## config.mk

```make
export PLATFORM = sky130hd
export DESIGN_NAME = wb_port_arbiter_flat
export DESIGN_NICKNAME = d
export VERILOG_FILES = /design/src/rtl/wb_port_arbiter_if.sv /design/src/rtl/wb_port_arbiter.sv /design/src/flat_wrapper.sv
export SDC_FILE = /design/constraint.sdc
export NUM_CORES = 1
export LEC_CHECK = 0
export ABC_AREA = 1
export BUFFER_PORTS_ARGS = -buffer_cell sky130_fd_sc_hd__buf_2
export CAP_MARGIN = 20
export CORE_ASPECT_RATIO = 0.5
export CORE_MARGIN = 5
export CORE_UTILIZATION = 48
export CTS_CLUSTER_SIZE = 12
export DETAILED_ROUTE_END_ITERATION = 8
export GPL_ROUTABILITY_DRIVEN = 0
export PLACE_DENSITY = 0.73
export SYNTH_ARGS = -nofsm -noshare
export SYNTH_HDL_FRONTEND = slang
export SYNTH_SLANG_ARGS = --single-unit
```

## constraint.sdc

```tcl
create_clock -name clk -period 2.3 [get_ports clk]
set_input_delay 0.345 -clock clk [delete_from_list [all_inputs] [get_ports clk]]
set_output_delay 0.345 -clock clk [all_outputs]
set_load 0.03 [all_outputs]
```

## src/rtl/wb_port_arbiter_if.sv

```systemverilog
`default_nettype none
// ============================================================================
// Module      : wb_port_arbiter_if
// Description : Writeback sources, register-file write port and ID hazard
//               probe bundled for the writeback port arbiter.
// Revision    : 1.0 - initial release
// ============================================================================
interface wb_port_arbiter_if #(
    parameter int DATA_W = 32,
    parameter int ADDR_W = 5
);
    logic              p_wr;
    logic [ADDR_W-1:0] p_waddr;
    logic [DATA_W-1:0] p_din;
    logic              p_ready;
    logic              md_valid;
    logic [ADDR_W-1:0] md_waddr;
    logic [DATA_W-1:0] md_din;
    logic              md_ready;
    logic              rf_wr;
    logic [ADDR_W-1:0] rf_waddr;
    logic [DATA_W-1:0] rf_din;
    logic [ADDR_W-1:0] chk_raddr1;
    logic [ADDR_W-1:0] chk_raddr2;
    logic              hazard1;
    logic              hazard2;

    modport master (
        output p_wr, p_waddr, p_din, md_valid, md_waddr, md_din,
               chk_raddr1, chk_raddr2,
        input  p_ready, md_ready, rf_wr, rf_waddr, rf_din, hazard1, hazard2
    );

    modport slave (
        input  p_wr, p_waddr, p_din, md_valid, md_waddr, md_din,
               chk_raddr1, chk_raddr2,
        output p_ready, md_ready, rf_wr, rf_waddr, rf_din, hazard1, hazard2
    );
endinterface
`default_nettype wire

```

## src/rtl/wb_port_arbiter.sv

```systemverilog
`default_nettype none
// ============================================================================
// Module      : wb_port_arbiter
// Description : Shares the register-file write port between the pipeline WB
//               stage and a FIFO-buffered mul/div unit, with WAW squash.
// Revision    : 1.0 - initial release
// ============================================================================
module wb_port_arbiter #(
    parameter int DATA_W     = 32,
    parameter int ADDR_W     = 5,
    parameter int FIFO_DEPTH = 2,
    parameter int STARVE_MAX = 3
) (
    input  wire logic        clk,
    input  wire logic        rst,
    wb_port_arbiter_if.slave bus
);
    localparam int c_PTR_W = $clog2(FIFO_DEPTH);
    localparam int c_CNT_W = c_PTR_W + 1;
    localparam int c_STV_W = $clog2(STARVE_MAX + 1);

    localparam logic [c_CNT_W-1:0] c_FULL       = c_CNT_W'(FIFO_DEPTH);
    localparam logic [c_STV_W-1:0] c_STARVE_MAX = c_STV_W'(STARVE_MAX);
    localparam logic [ADDR_W-1:0]  c_R0         = '0;

    logic              r_live [FIFO_DEPTH];
    logic [ADDR_W-1:0] r_addr [FIFO_DEPTH];
    logic [DATA_W-1:0] r_data [FIFO_DEPTH];
    logic [c_PTR_W-1:0] r_wptr;
    logic [c_PTR_W-1:0] r_rptr;
    logic [c_CNT_W-1:0] r_count;
    logic [c_STV_W-1:0] r_starve;

    logic              r_rf_wr;
    logic [ADDR_W-1:0] r_rf_waddr;
    logic [DATA_W-1:0] r_rf_din;

    logic w_empty;
    logic w_full;
    logic w_push;
    logic w_grant_p;
    logic w_grant_m;
    logic w_p_nz;
    logic w_hz1;
    logic w_hz2;

    assign w_empty = (r_count == '0);
    assign w_full  = (r_count == c_FULL);
    assign w_push  = bus.md_valid && !w_full;
    assign w_p_nz  = (bus.p_waddr != c_R0);

    always_comb begin
        w_grant_p = 1'b0;
        w_grant_m = 1'b0;
        if (w_empty) begin
            w_grant_p = bus.p_wr;
        end else if (!bus.p_wr || (r_starve == c_STARVE_MAX)) begin
            w_grant_m = 1'b1;
        end else begin
            w_grant_p = 1'b1;
        end
    end

    // Live entries only ever occupy FIFO slots, so the scan needs no occupancy mask.
    always_comb begin
        w_hz1 = bus.rf_wr && (bus.rf_waddr == bus.chk_raddr1);
        w_hz2 = bus.rf_wr && (bus.rf_waddr == bus.chk_raddr2);
        for (int i = 0; i < FIFO_DEPTH; i++) begin
            if (r_live[i] && (r_addr[i] == bus.chk_raddr1)) w_hz1 = 1'b1;
            if (r_live[i] && (r_addr[i] == bus.chk_raddr2)) w_hz2 = 1'b1;
        end
    end

    assign bus.hazard1  = w_hz1 && (bus.chk_raddr1 != c_R0);
    assign bus.hazard2  = w_hz2 && (bus.chk_raddr2 != c_R0);
    assign bus.p_ready  = !bus.p_wr || w_grant_p;
    assign bus.md_ready = !w_full;
    assign bus.rf_wr    = r_rf_wr;
    assign bus.rf_waddr = r_rf_waddr;
    assign bus.rf_din   = r_rf_din;

    // Squash first, then pop/push: a same-cycle push lands in a free slot and stays live.
    always_ff @(posedge clk) begin
        if (rst) begin
            for (int i = 0; i < FIFO_DEPTH; i++) r_live[i] <= 1'b0;
        end else begin
            if (w_grant_p && w_p_nz) begin
                for (int i = 0; i < FIFO_DEPTH; i++) begin
                    if (r_live[i] && (r_addr[i] == bus.p_waddr)) r_live[i] <= 1'b0;
                end
            end
            if (w_grant_m) r_live[r_rptr] <= 1'b0;
            if (w_push)    r_live[r_wptr] <= 1'b1;
        end
    end

    always_ff @(posedge clk) begin
        if (w_push) begin
            r_addr[r_wptr] <= bus.md_waddr;
            r_data[r_wptr] <= bus.md_din;
        end
    end

    always_ff @(posedge clk) begin
        if (rst) begin
            r_wptr   <= '0;
            r_rptr   <= '0;
            r_count  <= '0;
            r_starve <= '0;
        end else begin
            if (w_push)    r_wptr <= r_wptr + c_PTR_W'(1);
            if (w_grant_m) r_rptr <= r_rptr + c_PTR_W'(1);
            case ({w_push, w_grant_m})
                2'b10:   r_count <= r_count + c_CNT_W'(1);
                2'b01:   r_count <= r_count - c_CNT_W'(1);
                default: r_count <= r_count;
            endcase
            if (w_grant_m || w_empty) begin
                r_starve <= '0;
            end else if (w_grant_p && (r_starve != c_STARVE_MAX)) begin
                r_starve <= r_starve + c_STV_W'(1);
            end
        end
    end

    always_ff @(posedge clk) begin
        if (rst) begin
            r_rf_wr    <= 1'b0;
            r_rf_waddr <= '0;
            r_rf_din   <= '0;
        end else if (w_grant_p) begin
            r_rf_wr    <= w_p_nz;
            r_rf_waddr <= bus.p_waddr;
            r_rf_din   <= bus.p_din;
        end else if (w_grant_m) begin
            r_rf_wr    <= r_live[r_rptr] && (r_addr[r_rptr] != c_R0);
            r_rf_waddr <= r_addr[r_rptr];
            r_rf_din   <= r_data[r_rptr];
        end else begin
            r_rf_wr    <= 1'b0;
        end
    end
endmodule
`default_nettype wire

```

## src/flat_wrapper.sv

```systemverilog
// flat-port wrapper written by rule: the top's interface ports become plain ports
module wb_port_arbiter_flat 
#(
    parameter int DATA_W     = 32,
    parameter int ADDR_W     = 5,
    parameter int FIFO_DEPTH = 2,
    parameter int STARVE_MAX = 3
)
  (clk, rst, bus_p_wr, bus_p_waddr, bus_p_din, bus_md_valid, bus_md_waddr, bus_md_din, bus_chk_raddr1, bus_chk_raddr2, bus_p_ready, bus_md_ready, bus_rf_wr, bus_rf_waddr, bus_rf_din, bus_hazard1, bus_hazard2);
  wb_port_arbiter_if #(.DATA_W(DATA_W), .ADDR_W(ADDR_W)) bus_i ();
  input  wire logic clk;
  input  wire logic rst;
  input wire logic [$bits(bus_i.p_wr)-1:0] bus_p_wr;
  input wire logic [$bits(bus_i.p_waddr)-1:0] bus_p_waddr;
  input wire logic [$bits(bus_i.p_din)-1:0] bus_p_din;
  input wire logic [$bits(bus_i.md_valid)-1:0] bus_md_valid;
  input wire logic [$bits(bus_i.md_waddr)-1:0] bus_md_waddr;
  input wire logic [$bits(bus_i.md_din)-1:0] bus_md_din;
  input wire logic [$bits(bus_i.chk_raddr1)-1:0] bus_chk_raddr1;
  input wire logic [$bits(bus_i.chk_raddr2)-1:0] bus_chk_raddr2;
  output wire logic [$bits(bus_i.p_ready)-1:0] bus_p_ready;
  output wire logic [$bits(bus_i.md_ready)-1:0] bus_md_ready;
  output wire logic [$bits(bus_i.rf_wr)-1:0] bus_rf_wr;
  output wire logic [$bits(bus_i.rf_waddr)-1:0] bus_rf_waddr;
  output wire logic [$bits(bus_i.rf_din)-1:0] bus_rf_din;
  output wire logic [$bits(bus_i.hazard1)-1:0] bus_hazard1;
  output wire logic [$bits(bus_i.hazard2)-1:0] bus_hazard2;
  assign bus_i.p_wr = bus_p_wr;
  assign bus_i.p_waddr = bus_p_waddr;
  assign bus_i.p_din = bus_p_din;
  assign bus_i.md_valid = bus_md_valid;
  assign bus_i.md_waddr = bus_md_waddr;
  assign bus_i.md_din = bus_md_din;
  assign bus_i.chk_raddr1 = bus_chk_raddr1;
  assign bus_i.chk_raddr2 = bus_chk_raddr2;
  assign bus_p_ready = bus_i.p_ready;
  assign bus_md_ready = bus_i.md_ready;
  assign bus_rf_wr = bus_i.rf_wr;
  assign bus_rf_waddr = bus_i.rf_waddr;
  assign bus_rf_din = bus_i.rf_din;
  assign bus_hazard1 = bus_i.hazard1;
  assign bus_hazard2 = bus_i.hazard2;
  wb_port_arbiter #(.DATA_W(DATA_W), .ADDR_W(ADDR_W), .FIFO_DEPTH(FIFO_DEPTH), .STARVE_MAX(STARVE_MAX)) u_core (.clk(clk), .rst(rst), .bus(bus_i));
endmodule
```

* Word-level counts from Yosys, hierarchy flattened
Memory sizes are Yosys's and may differ from the RTL's. A register that Yosys moved wholly into a read port is not among the register bits.
Index checks and enable logic that the tools add are counted.
** Storage, ports and cells
- Memories :: 3
- Input port bits :: 88
- RAM bits :: 76
- Register bits after elaboration :: 44
- Output and inout bits :: 42
** Operators by class
- Bitwise gates (word level) :: 2
- Multiplexer cells :: 43
- Equal/unequal tests :: 13
- Reductions and logical operators :: 28
- $add $sub $neg :: 5
** Memory list
- u_core.r_data :: depth 2, width 32, rd ports 1, clocked after memory_dff 1, wr ports 1, RTL line wb_port_arbiter.sv:28 : logic [DATA_W-1:0] r_data [FIFO_DEPTH];
- u_core.r_addr :: depth 2, width 5, rd ports 3, clocked after memory_dff 1, wr ports 1, RTL line wb_port_arbiter.sv:27 : logic [ADDR_W-1:0] r_addr [FIFO_DEPTH];
- u_core.r_live :: depth 2, width 1, rd ports 3, clocked after memory_dff 1, wr ports 3, RTL line wb_port_arbiter.sv:26 : logic r_live [FIFO_DEPTH];
** Operators by type and width (count)
- $mux 32 :: 2
- $eq 5x5->1 :: 8
- $mux 1 :: 38
- $reduce_bool 5->1 :: 4
- $logic_and 1x1->1 :: 14
- $mux 5 :: 2
- $eq 2x2->1 const B :: 3
- $add 2x1->2 const B :: 2
- $pmux 2 s2 :: 1
- $reduce_bool 2->1 :: 2
- $logic_or 1x1->1 :: 3
- $add 1x1->1 const B :: 2
- $eq 2x1->1 const B :: 1
- $logic_not 1->1 :: 2
- $logic_not 2->1 :: 1
- $ne 2x2->1 const B :: 1
- $or 1x1->1 :: 2
- $reduce_or 2->1 :: 1
- $sub 2x1->2 const B :: 1
- $reduce_or 1->1 :: 1

* Depth between registers and ports, before layout
- Depth in word-level cells :: 10
- Depth in mapped cells :: 12
- Gate-level depth less buffers :: 10

* Worst setup path after synthesis
OpenSTA, ideal clock, no wires.
- Path type :: register -> register
- Start :: reg u_core.r_count[0]
- End :: mem u_core.r_addr[1][0] (enable)
- Slack :: -568 ps
- Data arrival time :: 2435 ps
- Stages on the path, launching flop included :: 5
- Buffers on the path :: 0
- Period minus slack after synthesis :: 2868 ps
- Path through :: dfxtp_1 -> inv_2 -> nand2_1 -> nand2_1 -> nor2_1
** Between the ends
- Word-level cells in the longest chain between the ends :: 5
** RTL lines
- start, declared :: RTL line wb_port_arbiter.sv:31 : logic [c_CNT_W-1:0] r_count;
- start signal, assigned :: RTL line wb_port_arbiter.sv:114 : 2'b10: r_count <= r_count + c_CNT_W'(1);
- start signal, assigned :: RTL line wb_port_arbiter.sv:115 : 2'b01: r_count <= r_count - c_CNT_W'(1);
- start signal, assigned :: RTL line wb_port_arbiter.sv:116 : default: r_count <= r_count;
- $eq 2x2->1 :: RTL line wb_port_arbiter.sv:48 : assign w_full = (r_count == c_FULL);
- $logic_not 1->1
- named net bus_md_ready :: RTL line flat_wrapper.sv:22 : output wire logic [$bits(bus_i.md_ready)-1:0] bus_md_ready;
- $logic_and 1x1->1 :: RTL line wb_port_arbiter.sv:49 : assign w_push = bus.md_valid && !w_full;
- $mux 1 :: RTL line wb_port_arbiter.sv:98 : if (w_push) begin
- $mux 1 (not written as such) :: RTL line wb_port_arbiter.sv:99 : r_addr[r_wptr] <= bus.md_waddr;
- end, declared :: RTL line wb_port_arbiter.sv:27
The timed path passes the listed nets, and every way through them passes these cells.

* Final worst setup path
- Start :: reg u_core.r_starve[0]
- End :: out bus_p_ready
** Between the ends
- Word-level cells in the longest chain between the ends :: 5
** RTL lines
- start, declared :: RTL line wb_port_arbiter.sv:32 : logic [c_STV_W-1:0] r_starve;
- start signal, assigned :: RTL line wb_port_arbiter.sv:121 : r_starve <= r_starve + c_STV_W'(1);
- $eq 2x2->1 :: RTL line wb_port_arbiter.sv:57 : end else if (!bus.p_wr || (r_starve == c_STARVE_MAX)) begin
- $logic_or 1x1->1 :: RTL line wb_port_arbiter.sv:57
- $mux 1 :: RTL line wb_port_arbiter.sv:57
- $mux 1 :: RTL line wb_port_arbiter.sv:55 : if (w_empty) begin
- $logic_or 1x1->1 :: RTL line wb_port_arbiter.sv:76 : assign bus.p_ready = !bus.p_wr || w_grant_p;
- end, declared :: RTL line flat_wrapper.sv:21 : output wire logic [$bits(bus_i.p_ready)-1:0] bus_p_ready;
No other way between the ends.

==> key figures <==
Route
  • Via count: about 4.4k
  • Post-DR wirelength/cell: ~16 um
  • Residual DRC count: 0
  • 1st-pass router iterations: 5
  • Antenna Nets Post-Route: 0
  • Starting DRT DRC Count: 393
  • Detailed Route WL: 13410 um
  • Mean number of vias per cell: between 5 and 6

Final layout
  • Share of layout cells above drive strength 1: 0.2822
  • Util after Layout: 0.6101
  • ANT cells: 0
  • Area grow syn2layout: 25.44%
  • # fillers: 930
  • Net count, final: roughly 770

Floorplanning
  • I/O pin cnt: 130
  • Die Width: 158.7 um
  • Initial core utilization: 0.4864
  • Die area: about 0.013 mm^2
  • Core Footprint: around 0.011 mm^2
  • Row count: 27
  • Die H: 84.36 um

Global routing
  • Initial antenna violation count: 0
  • Largest net degree at the start of global routing: 42
  • Vias in the first global route: approximately 4.3k
  • Remaining Overflow, GRT: 0
  • First-pass GRT wire length: approximately 22000 um
  • Overall routing resource usage: 0.1991

Power
  • Leak: ~2.8 nW
  • Maximum vdd drop: 0.0006737 V
  • Power per Cell Area: ~1100 mW/mm^2

Yosys
  • Post-synthesis register bit count: ~120
  • Mapped Area: ~0.0053 mm^2
  • Post-synth EDFFs: 74
  • YS warnings: 0
  • Synth area leaders: edfxtp_1 42%, dfxtp_1 18%, nand2_1 6.9%
  • FFs w/ async S/R, synth: 0
  • Post-Syn Instances: between 500 and 600
  • Register area share after synthesis: 0.5959
  • Syn nets: approximately 640
  • Yosys top cell area share: 0.4187
  • Cell taking the most area after synthesis: edfxtp_1
  • Synth cell count leaders: 98 x nand2_1, 74 x edfxtp_1, 52 x o21ai_0
  • Distinct cells, synth: 38
  • Count leader, synth: nand2_1
  • Ys flop type: edfxtp_1
  • Synthesized area per cell: approximately 9.7 um^2

Flow run
  • Max-cap violations: 0

STA
  • Slew at the pin closest to its max-slew limit: approximately 600 ps
  • Worst hold margin: between 100 and 150 ps
  • Final Max Tran Viols: 0
  • Setup ws final: roughly 160 ps
  • Worst slew margin: 0.5989
  • RSZ-0062 raised after global routing: no
  • Setup-failing EPs final: 0
  • Final Hold Viols: 0
  • FMAX: approximately 0.47 GHz
  • Skew final: a little under 9 ps
  • Minimum clock period: between 2000 and 2500 ps
  • Fin crit share: 0.9317

Clock tree
  • CTS Buffer Depth: 2
  • CTS tree: built
  • TritonCTS Buffers: 17
  • H-Tree Depth: 4
  • Clk slew on worst S/H paths: 60 ps
  • Worst skew pair latency: 400 ps
  • CTS hold repair buffers: 0
  • Sink Count: between 100 and 150
  • Root Buffer: clkbuf_16

Worst setup path
  • CP Data Required Time: about 2000 ps
  • Crit path capture type: output pin
  • CP bufs+invs: 4
  • Worst-path cell chain: ha_1, inv_1, nand2_2, nand2_2, inv_2, buf_6, nand2_1, buf_2
  • Worst EP arrival: 1800 ps
  • Slowest stage delay, CP: around 330 ps
  • Largest fanout on the critical path: 24
  • Most used cell along the critical path: nand2_2
  • Cell family with most CP delay: buffers and inverters
  • Startpoint Class: register
  • Crit path kind: reg2out
  • Worst path slowest cell: dfxtp_1

Placed design
  • I/O Buffers: about 130
  • Setup slack after placement: between 400 and 500 ps
  • DP HPWL: 9237 um

Min path
  • Worst hold path type: in2reg

Outcome
  • Run status: completed
[area by class of cell]
cell class                      count  area, um^2  area share
Clock inverter                     14       133.9     0.02011
Sequential cell                   121        3163      0.4751
Timing Repair Buffer              138       742.0      0.1114
Inverter                           46       172.7     0.02594
Clock buffer                       18       429.2     0.06446
Tap cell                          145       181.4     0.02725
Multi-Input combinational cell    354        1836      0.2757
[layer usage]
layer	GRT usage	routed length (um)	up-vias	part of all wire
li1	-	-	2177	-
met5	0	0	-	0
met1	0.2514	5920	2058	0.44
met4	0.06323	124	0	0.0092
met3	0.05101	824	13	0.061
met2	0.3391	6544	156	0.49
[sequential cells by signal, indices dropped and copies added, names as in the netlist, named ones only]
name	cells
u_core.bus.rf_wr	1
u_core.bus.rf_waddr	5
u_core.r_wptr	1
u_core.r_starve	2
u_core.r_count	2
u_core.r_live	2
u_core.bus.rf_din	32
u_core.r_rptr	1
u_core.r_data	64
u_core.r_addr	10
[worst paths after layout]
path	to	depth (start not counted)	slack, ps	from
setup reg to reg	u_core.r_count[1]	10	440	u_core.r_starve[0]
hold / removal	u_core.r_data[0][24]	1	130	bus_md_din[24]
hold reg to reg	u_core.r_starve[0]	1	430	u_core.r_starve[0]
setup / recovery	bus_p_ready	8	160	u_core.r_starve[0]
[power by group]
group          internal [W]  switching, W
Clock               0.00158      0.000922
Sequential          0.00267      0.000192
Combinational      0.000590       0.00132
[metrics by stage]
| stage | setup TNS (ps) | total power, W | area [um^2] | cells |
|---|---|---|---|---|
| after detailed placement | 0 | 0.004806 | 6091 | 804 |
| final | 0 | 0.007275 | 6658 | 836 |
| after global routing | 0 | 0.007627 | 6658 | 836 |
| after global placement | 0 | 0.004769 | 6091 | 804 |
| after CTS | 0 | 0.007313 | 6654 | 836 |
| after floorplan | -42880 | 0.004242 | 5308 | 547 |
[logic make-up after synthesis]
kind of cell / Yosys count / share of synthesized area
xor+xnor: 8 / 0.01320
buf+inv: 72 / 0.06105
fa+ha+maj: 2 / 0.004714
mux: 2 / 0.003772
compound gates: 145 / 0.1638
flops: 121 / 0.5959
simple gates: 197 / 0.1575
[placed cells by master, fill, tap and decap left out, types with 2 or more instances in the layout]
| cell | instances |
|---|---|
| o21ai_0 | 52 |
| buf_12 | 2 |
| mux2i_1 | 2 |
| nand3_1 | 35 |
| buf_4 | 6 |
| a211oi_1 | 2 |
| o21ai_2 | 8 |
| buf_2 | 129 |
| edfxtp_1 | 74 |
| nand4_1 | 3 |
| inv_1 | 42 |
| nand2_2 | 3 |
| clkinv_2 | 4 |
| clkinvlp_4 | 5 |
| nand2_1 | 98 |
| nor2_4 | 2 |
| o22ai_1 | 15 |
| nor3_1 | 8 |
| xnor2_1 | 7 |
| inv_2 | 4 |
| clkbuf_16 | 17 |
| dfxtp_1 | 47 |
| o211ai_1 | 7 |
| bufinv_16 | 2 |
| o21ai_1 | 9 |
| ha_1 | 2 |
| a311oi_2 | 3 |
| a21oi_1 | 42 |
| o211ai_2 | 3 |
| nor2_1 | 42 |
| clkinv_1 | 2 |
[timing repair]
action,in CTS,in global routing
buffers inserted,0,0
setup endpoints to repair,0,1
gates resized for setup,0,1
endpoints found under the hold margin,0,0
Note: power is estimated with default switching activity, not from simulation.
